==> src/rtl/asic_seq_ctrl_pkg.sv <==
// Shared types and default geometry for the inference sequencer.
package asic_seq_pkg;

   typedef enum logic [1:0] {
      IDLE    = 2'd0,
      STREAM  = 2'd1,
      COLLECT = 2'd2,
      DONE    = 2'd3
   } state_t;

   // 16 ifmap + 1024 weight + 64 bias words per pass
   localparam int unsigned IN_WORDS   = 1104;
   localparam int unsigned BIAS_BASE  = 1040;
   localparam int unsigned BIAS_WORDS = 64;
   localparam int unsigned OUT_WORDS  = 64;
   localparam int unsigned ADDR_W     = 11;
   localparam int unsigned DW         = 32;
   localparam int unsigned TIMEOUT    = 4096;

endpackage

==> src/rtl/asic_seq_ctrl_if.sv <==
// Buffer, core-stream and result-buffer signals between the sequencer and its datapath.
interface asic_seq_ctrl_if #(
   parameter int unsigned ADDR_W = 11,
   parameter int unsigned DW     = 32
);
   logic              buf_re;
   logic [ADDR_W-1:0] buf_raddr;
   logic [DW-1:0]     buf_rdata;
   logic              buf_we;
   logic [ADDR_W-1:0] buf_waddr;
   logic [DW-1:0]     buf_wdata;
   logic              core_start;
   logic [DW-1:0]     core_data;
   logic              core_valid;
   logic [DW-1:0]     core_ofmap;
   logic              res_we;
   logic [5:0]        res_addr;
   logic [DW-1:0]     res_wdata;

   modport master (
      output buf_re, buf_raddr, buf_we, buf_waddr, buf_wdata,
      output core_start, core_data, res_we, res_addr, res_wdata,
      input  buf_rdata, core_valid, core_ofmap
   );

   modport slave (
      input  buf_re, buf_raddr, buf_we, buf_waddr, buf_wdata,
      input  core_start, core_data, res_we, res_addr, res_wdata,
      output buf_rdata, core_valid, core_ofmap
   );
endinterface

==> src/rtl/asic_seq_ctrl_watchdog.sv <==
// Idle-cycle watchdog: counts enabled cycles since the last clear, flags TIMEOUT.
module asic_seq_watchdog #(
   parameter int unsigned TIMEOUT = 4096
) (
   input  logic ACLK,
   input  logic ARESETn,
   input  logic clr,
   input  logic en,
   output logic expired
);
   localparam int unsigned CW = $clog2(TIMEOUT + 1);

   logic [CW-1:0] cnt;

   always_ff @(posedge ACLK) begin
      if (!ARESETn || clr) begin
         cnt <= '0;
      end else if (en && (cnt != CW'(TIMEOUT - 1))) begin
         cnt <= cnt + CW'(1);
      end
   end

   // flags the TIMEOUT-th enabled cycle; the caller masks a same-cycle clear
   always_comb expired = en && (cnt == CW'(TIMEOUT - 1));

endmodule

==> src/rtl/asic_seq_ctrl.sv <==
// Inference sequencer: streams the input buffer into the core and routes its results,
// with an optional bias write-back pass.
import asic_seq_pkg::*;

module asic_seq_ctrl #(
   parameter int unsigned IN_WORDS   = asic_seq_pkg::IN_WORDS,
   parameter int unsigned BIAS_BASE  = asic_seq_pkg::BIAS_BASE,
   parameter int unsigned BIAS_WORDS = asic_seq_pkg::BIAS_WORDS,
   parameter int unsigned OUT_WORDS  = asic_seq_pkg::OUT_WORDS,
   parameter int unsigned ADDR_W     = asic_seq_pkg::ADDR_W,
   parameter int unsigned DW         = asic_seq_pkg::DW,
   parameter int unsigned TIMEOUT    = asic_seq_pkg::TIMEOUT
) (
   input  logic               ACLK,
   input  logic               ARESETn,
   input  logic               start,
   input  logic               mode,
   input  logic               abort,
   asic_seq_ctrl_if.master    bus,
   output logic               busy,
   output logic               irq,
   input  logic               irq_clr,
   output logic               err
);

   state_t            state_q, state_d;
   logic [ADDR_W-1:0] rd_ptr, str_cnt;
   logic [6:0]        res_cnt, res_lim;
   logic              mode_q, pass_q, restream_q, data_vld;
   logic              irq_q, err_q;

   logic active, wb_pass, accept, bias_evt, res_full, stream_end, restream;
   logic start_job, new_stream, timeout;
   logic wd_clr, wd_en, wd_expired;

   always_comb begin
      active     = (state_q == STREAM) || (state_q == COLLECT);
      wb_pass    = mode_q && !pass_q;
      res_lim    = wb_pass ? 7'(BIAS_WORDS) : 7'(OUT_WORDS);
      accept     = active && bus.core_valid && (res_cnt < res_lim);
      bias_evt   = accept && wb_pass && (res_cnt == res_lim - 7'd1);
      res_full   = !wb_pass && (res_cnt == 7'(OUT_WORDS));
      stream_end = (state_q == STREAM) && data_vld && (str_cnt == ADDR_W'(IN_WORDS - 1));
      restream   = restream_q || bias_evt;
      timeout    = wd_expired && !bus.core_valid;
      start_job  = (state_q == IDLE) && start && !abort;
   end

   always_comb begin
      state_d    = state_q;
      new_stream = 1'b0;
      unique case (state_q)
         IDLE: begin
            if (start_job) begin
               state_d    = STREAM;
               new_stream = 1'b1;
            end
         end
         STREAM: begin
            if (abort) begin
               state_d = IDLE;
            end else if (stream_end) begin
               // a bias pass finished mid-stream: re-stream straight after this one
               state_d    = restream ? STREAM : COLLECT;
               new_stream = restream;
            end
         end
         COLLECT: begin
            if (abort) begin
               state_d = IDLE;
            end else if (bias_evt) begin
               state_d    = STREAM;
               new_stream = 1'b1;
            end else if (res_full || timeout) begin
               state_d = DONE;
            end
         end
         DONE: begin
            if (irq_clr) state_d = IDLE;
         end
      endcase
   end

   always_comb begin
      wd_clr = bus.core_valid || (state_d != state_q);
      wd_en  = (state_q == COLLECT);
   end

   asic_seq_watchdog #(.TIMEOUT(TIMEOUT)) u_watchdog (
      .ACLK    (ACLK),
      .ARESETn (ARESETn),
      .clr     (wd_clr),
      .en      (wd_en),
      .expired (wd_expired)
   );

   always_ff @(posedge ACLK) begin
      if (!ARESETn) begin
         state_q    <= IDLE;
         rd_ptr     <= '0;
         str_cnt    <= '0;
         res_cnt    <= '0;
         mode_q     <= 1'b0;
         pass_q     <= 1'b0;
         restream_q <= 1'b0;
         data_vld   <= 1'b0;
         irq_q      <= 1'b0;
         err_q      <= 1'b0;
      end else begin
         state_q  <= state_d;
         data_vld <= bus.buf_re && !abort;

         if (new_stream) begin
            rd_ptr  <= '0;
            str_cnt <= '0;
         end else begin
            if (bus.buf_re) rd_ptr <= rd_ptr + ADDR_W'(1);
            if ((state_q == STREAM) && data_vld) str_cnt <= str_cnt + ADDR_W'(1);
         end

         if (start_job) begin
            mode_q  <= mode;
            pass_q  <= 1'b0;
            res_cnt <= '0;
         end else if (bias_evt) begin
            pass_q  <= 1'b1;
            res_cnt <= '0;
         end else if (accept) begin
            res_cnt <= res_cnt + 7'd1;
         end

         if (new_stream || (state_d == IDLE)) begin
            restream_q <= 1'b0;
         end else if (bias_evt) begin
            restream_q <= 1'b1;
         end

         if ((state_q != DONE) && (state_d == DONE)) begin
            irq_q <= 1'b1;
            err_q <= !res_full;
         end else if ((state_q == DONE) && irq_clr) begin
            irq_q <= 1'b0;
            err_q <= 1'b0;
         end
      end
   end

   always_comb begin
      bus.buf_re     = (state_q == STREAM) && (rd_ptr != ADDR_W'(IN_WORDS));
      bus.buf_raddr  = bus.buf_re ? rd_ptr : '0;
      bus.core_data  = data_vld ? bus.buf_rdata : '0;
      bus.core_start = data_vld && (state_q == STREAM) && (str_cnt == '0);

      bus.buf_we     = accept && wb_pass;
      bus.buf_waddr  = bus.buf_we ? (ADDR_W'(BIAS_BASE) + ADDR_W'(res_cnt)) : '0;
      bus.buf_wdata  = bus.buf_we ? bus.core_ofmap : '0;

      bus.res_we     = accept && !wb_pass;
      bus.res_addr   = bus.res_we ? res_cnt[5:0] : '0;
      bus.res_wdata  = bus.res_we ? bus.core_ofmap : '0;

      busy = active;
      irq  = irq_q;
      err  = err_q;
   end

endmodule

==> src/flat_wrapper.sv <==
// flat-port wrapper written by rule: the top's interface ports become plain ports
module asic_seq_ctrl_flat 
#(
   parameter int unsigned IN_WORDS   = asic_seq_pkg::IN_WORDS,
   parameter int unsigned BIAS_BASE  = asic_seq_pkg::BIAS_BASE,
   parameter int unsigned BIAS_WORDS = asic_seq_pkg::BIAS_WORDS,
   parameter int unsigned OUT_WORDS  = asic_seq_pkg::OUT_WORDS,
   parameter int unsigned ADDR_W     = asic_seq_pkg::ADDR_W,
   parameter int unsigned DW         = asic_seq_pkg::DW,
   parameter int unsigned TIMEOUT    = asic_seq_pkg::TIMEOUT
)
  (ACLK, ARESETn, start, mode, abort, busy, irq, irq_clr, err, bus_buf_re, bus_buf_raddr, bus_buf_we, bus_buf_waddr, bus_buf_wdata, bus_core_start, bus_core_data, bus_res_we, bus_res_addr, bus_res_wdata, bus_buf_rdata, bus_core_valid, bus_core_ofmap);
  asic_seq_ctrl_if #(.ADDR_W(ADDR_W), .DW(DW)) bus_i ();
  input  logic ACLK;
  input  logic ARESETn;
  input  logic start;
  input  logic mode;
  input  logic abort;
  output logic busy;
  output logic irq;
  input  logic irq_clr;
  output logic err;
  output wire logic [$bits(bus_i.buf_re)-1:0] bus_buf_re;
  output wire logic [$bits(bus_i.buf_raddr)-1:0] bus_buf_raddr;
  output wire logic [$bits(bus_i.buf_we)-1:0] bus_buf_we;
  output wire logic [$bits(bus_i.buf_waddr)-1:0] bus_buf_waddr;
  output wire logic [$bits(bus_i.buf_wdata)-1:0] bus_buf_wdata;
  output wire logic [$bits(bus_i.core_start)-1:0] bus_core_start;
  output wire logic [$bits(bus_i.core_data)-1:0] bus_core_data;
  output wire logic [$bits(bus_i.res_we)-1:0] bus_res_we;
  output wire logic [$bits(bus_i.res_addr)-1:0] bus_res_addr;
  output wire logic [$bits(bus_i.res_wdata)-1:0] bus_res_wdata;
  input wire logic [$bits(bus_i.buf_rdata)-1:0] bus_buf_rdata;
  input wire logic [$bits(bus_i.core_valid)-1:0] bus_core_valid;
  input wire logic [$bits(bus_i.core_ofmap)-1:0] bus_core_ofmap;
  assign bus_buf_re = bus_i.buf_re;
  assign bus_buf_raddr = bus_i.buf_raddr;
  assign bus_buf_we = bus_i.buf_we;
  assign bus_buf_waddr = bus_i.buf_waddr;
  assign bus_buf_wdata = bus_i.buf_wdata;
  assign bus_core_start = bus_i.core_start;
  assign bus_core_data = bus_i.core_data;
  assign bus_res_we = bus_i.res_we;
  assign bus_res_addr = bus_i.res_addr;
  assign bus_res_wdata = bus_i.res_wdata;
  assign bus_i.buf_rdata = bus_buf_rdata;
  assign bus_i.core_valid = bus_core_valid;
  assign bus_i.core_ofmap = bus_core_ofmap;
  asic_seq_ctrl #(.IN_WORDS(IN_WORDS), .BIAS_BASE(BIAS_BASE), .BIAS_WORDS(BIAS_WORDS), .OUT_WORDS(OUT_WORDS), .ADDR_W(ADDR_W), .DW(DW), .TIMEOUT(TIMEOUT)) u_core (.ACLK(ACLK), .ARESETn(ARESETn), .start(start), .mode(mode), .abort(abort), .bus(bus_i), .busy(busy), .irq(irq), .irq_clr(irq_clr), .err(err));
endmodule
==> config.mk <==
export PLATFORM = sky130hd
export DESIGN_NAME = asic_seq_ctrl_flat
export DESIGN_NICKNAME = d
export VERILOG_FILES = /design/src/rtl/asic_seq_ctrl_pkg.sv /design/src/rtl/asic_seq_ctrl_if.sv /design/src/rtl/asic_seq_ctrl_watchdog.sv /design/src/rtl/asic_seq_ctrl.sv /design/src/flat_wrapper.sv
export SDC_FILE = /design/constraint.sdc
export NUM_CORES = 1
export LEC_CHECK = 0
export ABC_AREA = 1
export CAP_MARGIN = 20
export CORE_MARGIN = 2
export CORE_UTILIZATION = 42
export DETAILED_ROUTE_END_ITERATION = 10
export GPL_ROUTABILITY_DRIVEN = 0
export PLACE_DENSITY = 0.92
export SLEW_MARGIN = 20
export SYNTH_ARGS = -nofsm -noshare
export SYNTH_HDL_FRONTEND = slang
export SYNTH_SLANG_ARGS = --single-unit
export TNS_END_PERCENT = 100
==> constraint.sdc <==
create_clock -name ACLK -period 5.8 [get_ports ACLK]
set_input_delay 1.16 -clock ACLK [delete_from_list [all_inputs] [get_ports ACLK]]
set_output_delay 1.16 -clock ACLK [all_outputs]
set_load 0.03 [all_outputs]
[Word-level counts from Yosys, hierarchy flattened]
Cells that the tools add are included.
Storage, ports and cells
  register bits: 50
Operators by class
  $add $sub $neg: 5
  order comparisons: 1
  equal/unequal tests: 12
  muxes and demuxes: 24
  bitwise operators: 1
  reductions and logical operators: 39
Operator list (count)
  $mux W32: 3
  $add A11 B1 Y11 const B: 2
  $mux W11: 2
  $logic_and A1 B1 Y1: 19
  $mux W2: 8
  $add A13 B1 Y13 const B: 1
  $eq A13 B12 Y1 const B: 1
  $ne A13 B12 Y1 const B: 1
  $add A11 B7 Y11 const A: 1
  $eq A11 B11 Y1 const B: 1
  $logic_not A11 Y1: 1
  $ne A11 B11 Y1 const B: 1
  $mux W1: 8
  $pmux W2 S4: 1
  $add A7 B1 Y7 const B: 1
  $eq A7 B6 Y1 const B: 1
  $eq A7 B7 Y1 const B: 1
  $lt A7 B7 Y1 const B: 1
  $eq A2 B2 Y1 const B: 3
  $logic_not A1 Y1: 6
  $logic_or A1 B1 Y1: 6
  $mux W6: 1
  $reduce_or A2 Y1: 3
  $logic_not A2 Y1: 2
  other kinds (7): 7

[Logic depth before layout (Yosys ltp)]
  word-level depth: 14
  depth in mapped cells: 18
  gate-level depth less buffers: 17

[Modules after synthesis]
Synthesis repeated with hierarchy kept, for this count alone.
Unflattened totals
  cells, all modules: 632
  area total of the unflattened synthesis: 3787.4 um^2
Modules (own cells, without submodules)
  asic_seq_ctrl: times used 1, cells each 515, area an instance 3015.4 um^2
  asic_seq_watchdog: times used 1, cells each 117, area an instance 772.0 um^2

[Worst setup path before layout]
Ideal clock, no wire load.
  path kind: input to output
  start point: input bus_core_valid
  end point: output bus_res_addr[0]
  arrival: 2.680 ns
  required time: 4.640 ns
  slack: 1.960 ns
  stages: 6
  cell sequence: nand3_2 > nor2_1 > inv_1 > clkbuf_1 > clkbuf_1 > nor2_1
Between the ends
  cells in the longest elaborated chain, start to end: 4
Ends and longest elaborated chain
  from (decl): line flat_wrapper.sv:34  | input wire logic [$bits(bus_i.core_valid)-1:0] bus_core_valid;
  $logic_and A1 B1 Y1 (2 in a row): line asic_seq_ctrl.sv:40  | accept = active && bus.core_valid && (res_cnt < res_lim);
  $logic_and A1 B1 Y1: line asic_seq_ctrl.sv:158  | bus.res_we = accept && !wb_pass;
  net bus_res_we: line flat_wrapper.sv:30  | output wire logic [$bits(bus_i.res_we)-1:0] bus_res_we;
  $mux W6: line asic_seq_ctrl.sv:159  | bus.res_addr = bus.res_we ? res_cnt[5:0] : '0;
  to (decl): line flat_wrapper.sv:31  | output wire logic [$bits(bus_i.res_addr)-1:0] bus_res_addr;
The timed path passes the listed nets, and every way through them passes these cells.

[Final worst setup path]
  start point: input bus_core_valid
  end point: output bus_buf_wdata[21]
Between the ends
  cells in the longest elaborated chain, start to end: 4
Ends and longest elaborated chain
  $logic_and A1 B1 Y1 (2 in a row): line asic_seq_ctrl.sv:40
  $logic_and A1 B1 Y1: line asic_seq_ctrl.sv:154  | bus.buf_we = accept && wb_pass;
  $mux W32: line asic_seq_ctrl.sv:156  | bus.buf_wdata = bus.buf_we ? bus.core_ofmap : '0;
  to (decl): line flat_wrapper.sv:27  | output wire logic [$bits(bus_i.buf_wdata)-1:0] bus_buf_wdata;
No other way between the ends.

==> run summary <==
• **total global routing overflow** 0
• **Data arrival, critical path** 3.35 ns
• **leakage power total** 2.538 nW
• **number of antenna violations at the first check in global routing** 0
• **most frequent standard cell in the layout excluding fill and tap cells** sky130_fd_sc_hd__clkdlybuf4s50_1
• **layout cells sized above 1** 5.330%
• **source-to-sink clock delay at the later pin of the worst-skew pair** 0.31 ns
• **sequential cell fraction of total power** 32.3%
• **maximum buffer depth of the clock tree** 2
• **I/O pin count** 202
• **buffers plus inverters on the worst setup path** 2
• **data required time of the worst path** 4.64 ns
• **Core Footprint** 0.008258 mm²
• **endpoints failing setup** 0
• **per-instance average area after synthesis** 6.004 µm²
• **CTS buffer count** 5
• **die footprint** 0.009333 mm²
• **Psw** 0.5215 mW
• **Worst-path clk slew** 0.09 ns
• **DRC errors left** 0
• **routed via count** 4289
• **cell family with most CP delay** buffers and inverters
• **shortest clock period the worst path allows after layout** 4.506 ns
• **fraction of power spent switching nets** 43.81%
• **number of iterations in the first detailed-routing pass** 6
• **run status** complete, no violations
• **TritonCTS clock tree** done
• **Post-Place Worst Slack** 1.143 ns
• **worst relative slew slack** 30.20%
• **final worst clock skew** 0.01070 ns
• **Unique masters post-synth** 33
• **via count of the first global-routing pass** 4177
• **maximum number of pins on one net before global-route repair** 42
• **Hold Worst Slack** 0.4781 ns
• **synthesized area** 0.003602 mm²
• **share of the cycle needed by the critical path after routing** 77.69%
• **antenna viol nets, final** 0
• **number of sinks driven by the clock tree** 50
• **height of the die** 96.61 µm
• **average wire length per cell after detail routing** 13.58 µm
• **Worst Max-Slew Pin Slew** 1.046 ns
• **leading cell types in the layout, fill and taps excluded** sky130_fd_sc_hd__clkdlybuf4s50_1, sky130_fd_sc_hd__nor2_1, sky130_fd_sc_hd__inv_1
• **global-route wire length before repair** 19.22 mm
• **half-perimeter wire length after detailed placement** 10.12 mm
• **port buffer count** 198
• **number of standard cells after synthesis** 600
• **share of total power in combinational logic** 50.9%
• **Net count, final** 874
• **Setup TNS** 0 ns
• **critical path class** primary input to primary output
• **CTS H-tree lvls** 2
• **final critical-path setup slack** 1.294 ns
• **slowest stage cell, crit path** sky130_fd_sc_hd__clkdlybuf4s50_1
• **Max-Cap Viols** 0
• **Non-Filler Instances** 893
• **Starting Density** 43.62%
• **GRT Overall Usage** 24.94%
• **number of slew-limit violations in the final report** 0
• **cell internal pwr** 0.6688 mW
• **Hold Buf Count CTS** 0
• **die extent in x** 96.61 µm
• **Fmax** 0.2219 GHz
• **post-place instance area** 0.005618 mm²
• **maximum net fanout on the critical path** 41
• **hold crit path type** flip-flop to flip-flop
• **clock share of power** 16.8%
• **longest individual stage delay on the worst path** 0.71 ns
• **total inserted antenna cells** 0
• **setup repair after global routing missed its margin** no
• **Max rail drop VDD** 126.8 µV
• **post-route cell area** 0.005717 mm²
• **total of cells resized after clock tree synthesis** 0
• **power per cell area** 208.2 mW/mm²
• **growth of design area from synthesis to finish** 58.70%
• **crit-path cells** clkdlybuf4s50_1, nand2_2, nor2_4, nand2_2, nor2_1, clkdlybuf4s50_1
• **final number of hold-violating endpoints** 0
• **share of synthesized area occupied by flip-flops and latches** 27.79%
• **Starting DRT DRC Count** 164
• **total of warnings raised by yosys** 0
• **number of synthesized register bits** 50
• **routed vias/inst** 4.803
• **number of placement rows** 33
• **WL final** 12.13 mm
• **Worst Setup End Kind** primary output
• **kind of launch point of the worst setup path** primary input
• **post-CTS setup repair buffer count** 0
• **root buffer cell** sky130_fd_sc_hd__clkbuf_8
• **placed cells** 885
==> metal layers <==
metal | vias to the layer above | track usage, % | share of wire [%]
met2 | 174 | 48.66 | 52
li1 | 2149 | - | -
met1 | 1936 | 24.51 | 37
met5 | - | 0 | 0
met3 | 30 | 4.552 | 5.7
met4 | 0 | 13.33 | 5.4
==> power by group through the flow <==
stage | Clock, mW | Combinational (mW) | Sequential [mW]
after global routing | 0.216 | 0.647 | 0.386
after global placement | 0 | 0.587 | 0.389
after detailed placement | 0 | 0.598 | 0.391
after floorplan | 0 | 0.374 | 0.384
final | 0.200 | 0.605 | 0.385
after CTS | 0.204 | 0.600 | 0.383
==> synth_stat cells, drive strengths merged <==
library cell  count  area (µm²)
nor2            155       629.4
inv             132       498.0
nand2           110       445.4
dfxtp            50        1001
nand3            26       145.1
xor2             17       148.9
a21oi            16       80.08
ha               15       187.7
o21ai            15       78.83
nor3             14       75.07
clkbuf           13       48.80
buf               7       56.30
nand4             7       43.79
xnor2             5       43.79
and3              4       25.02
nor4              4       25.02
a21boi            3       22.52
a211oi            2       15.01
nand3b            2       15.01
a41o              1       10.01
clkinv            1       3.750
conb              1       3.750
==> worst register-to-register path: stages (launching register included) <==
cell                      delay, ns
sky130_fd_sc_hd__dfxtp_1       0.48
sky130_fd_sc_hd__inv_1         0.20
sky130_fd_sc_hd__ha_1          0.39
sky130_fd_sc_hd__nand2_2       0.10
sky130_fd_sc_hd__nor2_4        0.05
sky130_fd_sc_hd__nand2_2       0.53
sky130_fd_sc_hd__nor2_1        0.14
sky130_fd_sc_hd__nor2_1        0.23
sky130_fd_sc_hd__nand2_2       0.08
sky130_fd_sc_hd__nand2_1       0.08
sky130_fd_sc_hd__nand3_2       0.10
sky130_fd_sc_hd__nand2_2       0.11
sky130_fd_sc_hd__nor2_2        0.04
sky130_fd_sc_hd__nor2_2        0.12
sky130_fd_sc_hd__nand2_2       0.22
sky130_fd_sc_hd__nor2_1        0.18
==> worst paths after layout <==
check / from / to / slack [ns] / cells after the start
setup / recovery: bus_core_valid / bus_buf_wdata[21] / 1.29 / 6
hold / removal: u_core.pass_q / u_core.pass_q / 0.48 / 2
setup reg to reg: u_core.state_q[0] / u_core.u_watchdog.cnt[11] / 2.69 / 15
hold reg to reg: u_core.pass_q / u_core.pass_q / 0.48 / 2
==> kinds of logic (layout without fill, tap and decap cells) <==
family	Yosys count	count (layout)	synth area share, %
adders and majority gates	15	15	5.210
buffers and inverters	153	339	16.85
other	1	3	0.1041
and+or+nand+nor	322	322	38.97
AOI/OAI and AO/OA	37	37	5.731
DFF	50	50	27.79
xor gates and xnor gates	22	22	5.349
==> area by class of cell <==
cell class | instances | area [µm²]
tap | 105 | 131.4
timing repair buffer | 199 | 1997
fill | 657 | 2541
clock inverter | 2 | 15.01
inverter | 133 | 501.7
sequential | 50 | 1001
multi-input combinational | 399 | 2002
clock buffer | 5 | 68.82
==> through the flow <==
step           util, %  total power [mW]
6_report         69.23             1.190
3_5_place_dp     68.03            0.9896
3_3_place_gp     68.03            0.9765
4_1_cts          69.05             1.187
2_1_floorplan        -            0.7572
5_1_grt          69.23             1.249
==> flip-flops by register name (all words and copies together), names as in the netlist <==
signal                 count
u_core.state_q             2
u_core.irq                 1
u_core.str_cnt            11
u_core.data_vld            1
u_core.res_cnt             7
u_core.mode_q              1
u_core.err                 1
u_core.restream_q          1
u_core.pass_q              1
u_core.rd_ptr             11
u_core.u_watchdog.cnt     13
Power figures use the tool's default switching activity.
